[src/rtl/div_arb_pkg.sv]
// Shared types and constants for the divider-sharing arbiter.
// Optional feature macro used by the top: DIV_ARB_DBZ_BYPASS_EN.
package div_arb_pkg;

  localparam int unsigned DIV_W = 32;

  typedef enum logic [1:0] {
    IDLE  = 2'd0,
    ISSUE = 2'd1,
    WAIT  = 2'd2,
    RESP  = 2'd3
  } state_t;

  // Every bit of a divide-by-zero quotient is set (all-ones of width W)
  localparam logic DBZ_QUO_BIT = 1'b1;

  // Width of a requester index; at least one bit so N=1 still has a port
  function automatic int unsigned idx_w(input int unsigned n);
    return (n > 1) ? $clog2(n) : 1;
  endfunction

endpackage

[src/rtl/rr_arbiter.sv]
// Combinational round-robin arbiter: first requester at or above i_ptr
// (wrapping modulo N) wins. Returns one-hot grant, its index and an any flag.
module rr_arbiter
  import div_arb_pkg::*;
#(
  parameter int unsigned N  = 4,
  parameter int unsigned PW = idx_w(N)
) (
  input  logic [N-1:0]  i_req,
  input  logic [PW-1:0] i_ptr,
  output logic [N-1:0]  o_grant,
  output logic [PW-1:0] o_idx,
  output logic          o_any
);

  logic [PW:0] w_pos;

  // Scan offsets 0..N-1 from the pointer; the first asserted request wins
  always_comb begin
    o_grant = '0;
    o_idx   = '0;
    o_any   = 1'b0;
    w_pos   = '0;
    for (int k = 0; k < int'(N); k++) begin
      w_pos = {1'b0, i_ptr} + (PW+1)'(k);
      if (w_pos >= (PW+1)'(N)) w_pos = w_pos - (PW+1)'(N);
      if (!o_any && i_req[w_pos[PW-1:0]]) begin
        o_any                   = 1'b1;
        o_grant[w_pos[PW-1:0]]  = 1'b1;
        o_idx                   = w_pos[PW-1:0];
      end
    end
  end

endmodule

[src/rtl/div_share_arbiter.sv]
// Shares one start/finish iterative divider among N requesters.
// Optional macro DIV_ARB_DBZ_BYPASS_EN: a zero divisor is answered locally
// (quotient all ones, remainder = dividend, rsp_dbz=1) without using the divider.
module div_share_arbiter
  import div_arb_pkg::*;
#(
  parameter int unsigned N = 4,
  parameter int unsigned W = DIV_W
) (
  input  logic           clk,
  input  logic           rst_n,
  input  logic [N-1:0]   req_valid,
  output logic [N-1:0]   req_ready,
  input  logic [N*W-1:0] req_a,
  input  logic [N*W-1:0] req_b,
  output logic [N-1:0]   rsp_valid,
  input  logic [N-1:0]   rsp_ready,
  output logic [W-1:0]   rsp_quo,
  output logic [W-1:0]   rsp_rem,
  output logic           rsp_dbz,
  output logic           div_start,
  output logic [W-1:0]   div_a,
  output logic [W-1:0]   div_b,
  input  logic [W-1:0]   div_quo,
  input  logic [W-1:0]   div_rem,
  input  logic           div_finish,
  output logic           busy
);

  localparam int unsigned PW = idx_w(N);

  state_t        r_state, w_next;
  logic [PW-1:0] r_ptr, r_gidx, w_gidx, w_ptr_nxt;
  logic [N-1:0]  w_grant, w_rsp_oh;
  logic          w_any, w_fin_rise, r_fin_q;
  logic [W-1:0]  r_div_a, r_div_b, r_quo, r_rem, w_sel_a, w_sel_b;

  rr_arbiter #(.N(N), .PW(PW)) u_rr (
    .i_req   (req_valid),
    .i_ptr   (r_ptr),
    .o_grant (w_grant),
    .o_idx   (w_gidx),
    .o_any   (w_any)
  );

  // Operand mux for the requester the arbiter picked this cycle
  always_comb begin
    w_sel_a = '0;
    w_sel_b = '0;
    for (int i = 0; i < int'(N); i++) begin
      if (w_gidx == PW'(i)) begin
        w_sel_a = req_a[i*W +: W];
        w_sel_b = req_b[i*W +: W];
      end
    end
  end

  // One-hot decode of the stored grant for the response valid
  always_comb begin
    w_rsp_oh = '0;
    for (int i = 0; i < int'(N); i++) begin
      if (r_gidx == PW'(i)) w_rsp_oh[i] = 1'b1;
    end
  end

  assign w_ptr_nxt  = (w_gidx == PW'(N-1)) ? '0 : w_gidx + 1'b1;
  // A finish that is already high when we look is not a completion
  assign w_fin_rise = div_finish & ~r_fin_q;

  assign req_ready = (r_state == IDLE) ? w_grant : '0;
  assign rsp_valid = (r_state == RESP) ? w_rsp_oh : '0;
  assign div_start = (r_state == ISSUE);
  assign busy      = (r_state != IDLE);
  assign div_a     = r_div_a;
  assign div_b     = r_div_b;
  assign rsp_quo   = r_quo;
  assign rsp_rem   = r_rem;

  // Next-state logic
  always_comb begin
    w_next = r_state;
    case (r_state)
      IDLE: begin
        if (w_any) begin
`ifdef DIV_ARB_DBZ_BYPASS_EN
          w_next = (w_sel_b == '0) ? RESP : ISSUE;
`else
          w_next = ISSUE;
`endif
        end
      end
      ISSUE:   w_next = WAIT;
      WAIT:    if (w_fin_rise) w_next = RESP;
      RESP:    if (rsp_ready[r_gidx]) w_next = IDLE;
      default: w_next = IDLE;
    endcase
  end

  // State register
  always_ff @(posedge clk or negedge rst_n) begin
    if (!rst_n) r_state <= IDLE;
    else        r_state <= w_next;
  end

  // Grant bookkeeping, operand capture, finish edge history and result capture
  always_ff @(posedge clk or negedge rst_n) begin
    if (!rst_n) begin
      r_ptr   <= '0;
      r_gidx  <= '0;
      r_div_a <= '0;
      r_div_b <= '0;
      r_quo   <= '0;
      r_rem   <= '0;
      r_fin_q <= 1'b1;
    end else begin
      if (r_state == ISSUE || r_state == WAIT) r_fin_q <= div_finish;
      if (r_state == IDLE && w_any) begin
        r_gidx  <= w_gidx;
        r_ptr   <= w_ptr_nxt;
        r_div_a <= w_sel_a;
        r_div_b <= w_sel_b;
`ifdef DIV_ARB_DBZ_BYPASS_EN
        if (w_sel_b == '0) begin
          r_quo <= {W{DBZ_QUO_BIT}};
          r_rem <= w_sel_a;
        end
`endif
      end
      if (r_state == WAIT && w_fin_rise) begin
        r_quo <= div_quo;
        r_rem <= div_rem;
      end
    end
  end

`ifdef DIV_ARB_DBZ_BYPASS_EN
  logic r_dbz;

  // Flag marks a locally answered divide-by-zero; cleared for every other accept
  always_ff @(posedge clk or negedge rst_n) begin
    if (!rst_n)                        r_dbz <= 1'b0;
    else if (r_state == IDLE && w_any) r_dbz <= (w_sel_b == '0);
  end

  assign rsp_dbz = r_dbz;
`else
  assign rsp_dbz = 1'b0;
`endif

endmodule

[config.mk]
export PLATFORM = sky130hd
export DESIGN_NAME = div_share_arbiter
export DESIGN_NICKNAME = d
export VERILOG_FILES = /design/src/rtl/div_arb_pkg.sv /design/src/rtl/rr_arbiter.sv /design/src/rtl/div_share_arbiter.sv
export SDC_FILE = /design/constraint.sdc
export NUM_CORES = 1
export LEC_CHECK = 0
export CAP_MARGIN = 20
export CORE_AREA = 2 2 180 182
export CTS_BUF_LIST = sky130_fd_sc_hd__clkbuf_16
export CTS_CLUSTER_DIAMETER = 100
export DETAILED_ROUTE_END_ITERATION = 10
export DIE_AREA = 0 0 182 184
export PLACE_DENSITY = 0.67
export SYNTH_ARGS = -nofsm -noshare
export SYNTH_HDL_FRONTEND = slang
export SYNTH_SLANG_ARGS = --single-unit
[constraint.sdc]
create_clock -name clk -period 4.1 [get_ports clk]
set_clock_uncertainty 0.15 [all_clocks]
set_input_delay 0.82 -clock clk [delete_from_list [all_inputs] [get_ports clk]]
set_output_delay 0.82 -clock clk [all_outputs]
set_load 0.005 [all_outputs]
==> results_dict.tcl <==
set metrics [dict create \
    status "finished clean" \
    critPathMaxStageDelay_ns 0.57 \
    synth_fa_ha_area_share_pct 2.56 \
    die_w_um 182 \
    syn_inst 827 \
    syn_avg_cell_area_um2 9.47 \
    gp_congestion 0.846 \
    yosysWarnings 0 \
    viasPerCell 4.72 \
    synth_area_leaders "dfrtp_1 (43%), nor2b_1 (10%), mux2_2 (9.9%)" \
    hold_violations 0 \
    crit_chain "clkdlybuf4s50_1 -> buf_4 -> or3_1 -> o21ai_2 -> nand2_1 -> a31oi_1 -> clkdlybuf4s50_1" \
    period_share_pct 96.5 \
    drc_errors 0 \
    cp_num_buf_inv 3 \
    rsz0062_at_grt "no" \
    fin_util_pct 43.7 \
    multi_input_area_um2 4120 \
    setup_viol 0 \
    post_cts_resize_count 0 \
    syn_nets 1174 \
    synth_cell_types 42 \
    synthesis.area_um2 7830 \
    grt_max_degree 86 \
    grt_usage_pct 18.0 \
    cts_num_sinks 135 \
    cts_hold_buffers 0 \
    hp-class "in -> async" \
    critPathLaunch "req_valid[3]" \
    fmax_ghz 0.253 \
    cts.htree.levels 4 \
    synth-compound-area-share_pct 17.8 \
    yosys.area_share.simple_pct 19.8 \
    crit_path_max_fanout 6 \
    fp.coreArea_um2 31400 \
    antenna_found_initial 1 \
    route.vias.total 7942 \
    postSynthRegisterBits 135 \
    finalCriticalPeriod_ns 3.96 \
    cts_buffers 17 \
    avgRoutedWirePerCell_um 18.4 \
    yosysSeqAreaShare_pct 43.1 \
    worstSetupStartpointType "input port" \
    row_count 65 \
    pre_cts_slack_ns -0.00555 \
    yosysTopAreaCell "dfrtp_1" \
    overflow 0 \
    drv_slew 0 \
    fp.dieH_um 184 \
    antenna_cells 0 \
    cp.required_ns 3.13 \
    synth_top_family_by_area "simple AND/OR/NAND/NOR gates" \
    clk_latency_ns 0.42 \
    drt_wl_total_um 31000 \
    path_clk_slew_ns 0.07 \
    fillers 3075 \
    critical_path.slowest_cell "clkdlybuf4s50_1" \
    tightestPinTransition_ns 0.699 \
    rr_startpoint "r_ptr[0]$_DFFE_PN0P_" \
    cts_root_buffer "clkbuf_16" \
    layout-drive-gt1-share_pct 11.9 \
    hpwl_um 23800 \
    synthXorXnorAreaFrac_pct 0 \
    cap_violations 0 \
    timing_worst_setup_path_type "in -> out" \
    grt_pass1_vias 8036 \
    cts_tree "built" \
    fin_area_um2 13700 \
    fin_nets 1615 \
    cp_common_cell "clkdlybuf4s50_1" \
    layout_setup_ws_ns 0.144 \
    drt-initial-drc-count 335 \
    place_area_um2 13100 \
    powerDensity_nw_per_um2 871 \
    p_leak_nw 5.41 \
    path_delay_family "buffers and inverters" \
    slew_headroom_pct 53.4 \
    synth_top_area_share_pct 42.8 \
    ff_latch_area_um2 3380 \
    ios 470 \
    vdd_drop_max_v 0.000477 \
    dr.pass1.iters 5 \
    io_buffers 468 \
    clock_path_buffers 2 \
    synthMuxAreaShare_pct 11.6 \
    syn_to_final_growth_pct 75.2 \
    worst_ep_arrival_time_ns 2.99 \
    cts_setup_buffers 0 \
    initial_utilization_pct 25.0 \
    ant_nets 0 \
    die_area_um2 33500 \
    grt_pass1_wl_um 46300 \
    cp-end-kind "output pin" \
]
## layer usage
layer	share of wire (%)	global-route usage [%]	vias up
li1	-	-	3853
met1	39	20.6	3694
met5	0.042	0	-
met2	50	31.4	367
met4	1.4	5.32	2
met3	9.8	6.64	26
## final cells by class
cell class | instances | share of cell area [%]
Clock buffer | 17 | 3.10
Clock inverter | 15 | 1.33
Inverter | 8 | 0.219
Multi-Input combinational cell | 605 | 30.0
Sequential cell | 135 | 24.6
Tap cell | 402 | 3.66
Timing Repair Buffer | 501 | 37.0
## through the flow
| step | hold WS (ns) | power [mW] | instances | TNS [ns] |
|---|---|---|---|---|
| global placement | 0.310 | 10.3 | 1651 | 0 |
| global route | 0.290 | 13.1 | 1683 | 0 |
| detailed placement | 0.320 | 10.4 | 1651 | -0.00555 |
| finish | 0.245 | 12.0 | 1683 | 0 |
| CTS | 0.265 | 12.1 | 1683 | 0 |
| floorplan | 0.321 | 6.95 | 827 | 0 |
## report_power, final
group          switching [mW]  internal [mW]
combinational            3.89           4.08
sequential              0.351           2.00
clock                   0.709          0.925
## sequential cells by signal, summed over array words and instances, names as in the netlist
| register | count |
|---|---|
| div_a | 32 |
| div_b | 32 |
| rsp_quo | 32 |
| rsp_rem | 32 |
| r_gidx | 2 |
| r_ptr | 2 |
| r_state | 2 |
| r_fin_q | 1 |
## logic make-up after synthesis
group                    after synthesis
AND/OR/NAND/NOR                      290
buffers and inverters                 87
AO/OA/AOI/OAI                        221
flip-flops                           135
multiplexers                          77
other                                  1
adder cells (fa/ha/maj)               16
## synthesized netlist by cell type
cell type / number
nand3b_1: 2
mux2i_2: 3
o21ai_2: 1
conb_1: 1
a21bo_2: 1
and3b_1: 1
and3_1: 1
or3_1: 1
mux4_2: 2
o32a_1: 1
a22oi_1: 6
o21ai_0: 72
dfstp_2: 1
nor2b_1: 129
or4_1: 1
mux2_2: 69
mux2i_1: 2
nor3b_1: 2
buf_2: 20
o21ai_1: 2
a31oi_1: 4
and3b_2: 1
nor4bb_1: 1
nand2b_1: 5
mux2i_4: 1
nor4_1: 1
dfrtp_1: 134
o311ai_1: 1
buf_6: 2
a32oi_1: 1
clkinv_1: 1
a21oi_1: 66
nand2_1: 73
ha_1: 16
buf_4: 9
inv_1: 7
clkbuf_1: 48
nand3_1: 1
o21a_1: 1
nor3_1: 65
nor2_1: 6
a221oi_1: 65
## path summary, 6_finish.rpt
check | endpoint | slack [ns] | depth (start not counted)
max | req_ready[0] | 0.14 | 7
min in group clk | div_a[6]$_DFFE_PN0P_ | 0.33 | 2
max in group asynchronous | r_fin_q$_DFFE_PN1P_ | 2.70 | 2
min reg2reg | div_a[6]$_DFFE_PN0P_ | 0.33 | 2
max reg2reg | div_b[2]$_DFFE_PN0P_ | 0.50 | 15
min | div_b[11]$_DFFE_PN0P_ | 0.25 | 1
## layout by cell type, fill, tap and decap left out, types with 2 or more instances in the layout
cell type        Yosys  layout
clkdlybuf4s50_1      0     467
dfrtp_1            134     134
nor2b_1            129     129
nand2_1             73      73
o21ai_0             72      72
mux2_2              69      69
a21oi_1             66      66
nor3_1              65      65
a221oi_1            65      65
buf_4                9      21
clkbuf_16            0      17
buf_12               0      12
ha_1                16      11
inv_1                7       7
inv_6                0       7
a22oi_1              6       6
nor2_1               6       5
nand2b_1             5       4
a31oi_1              4       4
ha_4                 0       3
clkinvlp_4           0       3
mux4_2               2       2
mux2i_2              3       2
mux2i_4              1       2
nor3b_1              2       2
nand3b_1             2       2
mux2i_1              2       2
o21ai_1              2       2
ha_2                 0       2
bufinv_16            0       2
inv_8                0       2
## worst register-to-register path, stage by stage (launching register included)
cell and delay, ns:
dfrtp_1 0.34, inv_1 0.12, ha_2 0.47, mux2i_2 0.32, a32oi_1 0.14, a21bo_2 0.23
a21oi_1 0.23, nand2b_1 0.22, ha_4 0.19, buf_12 0.22, nor2b_1 0.10, a221oi_1 0.33
buf_4 0.18, nor3_1 0.04, a21oi_1 0.11, o21ai_0 0.08
(Power assumes the default switching activity.)
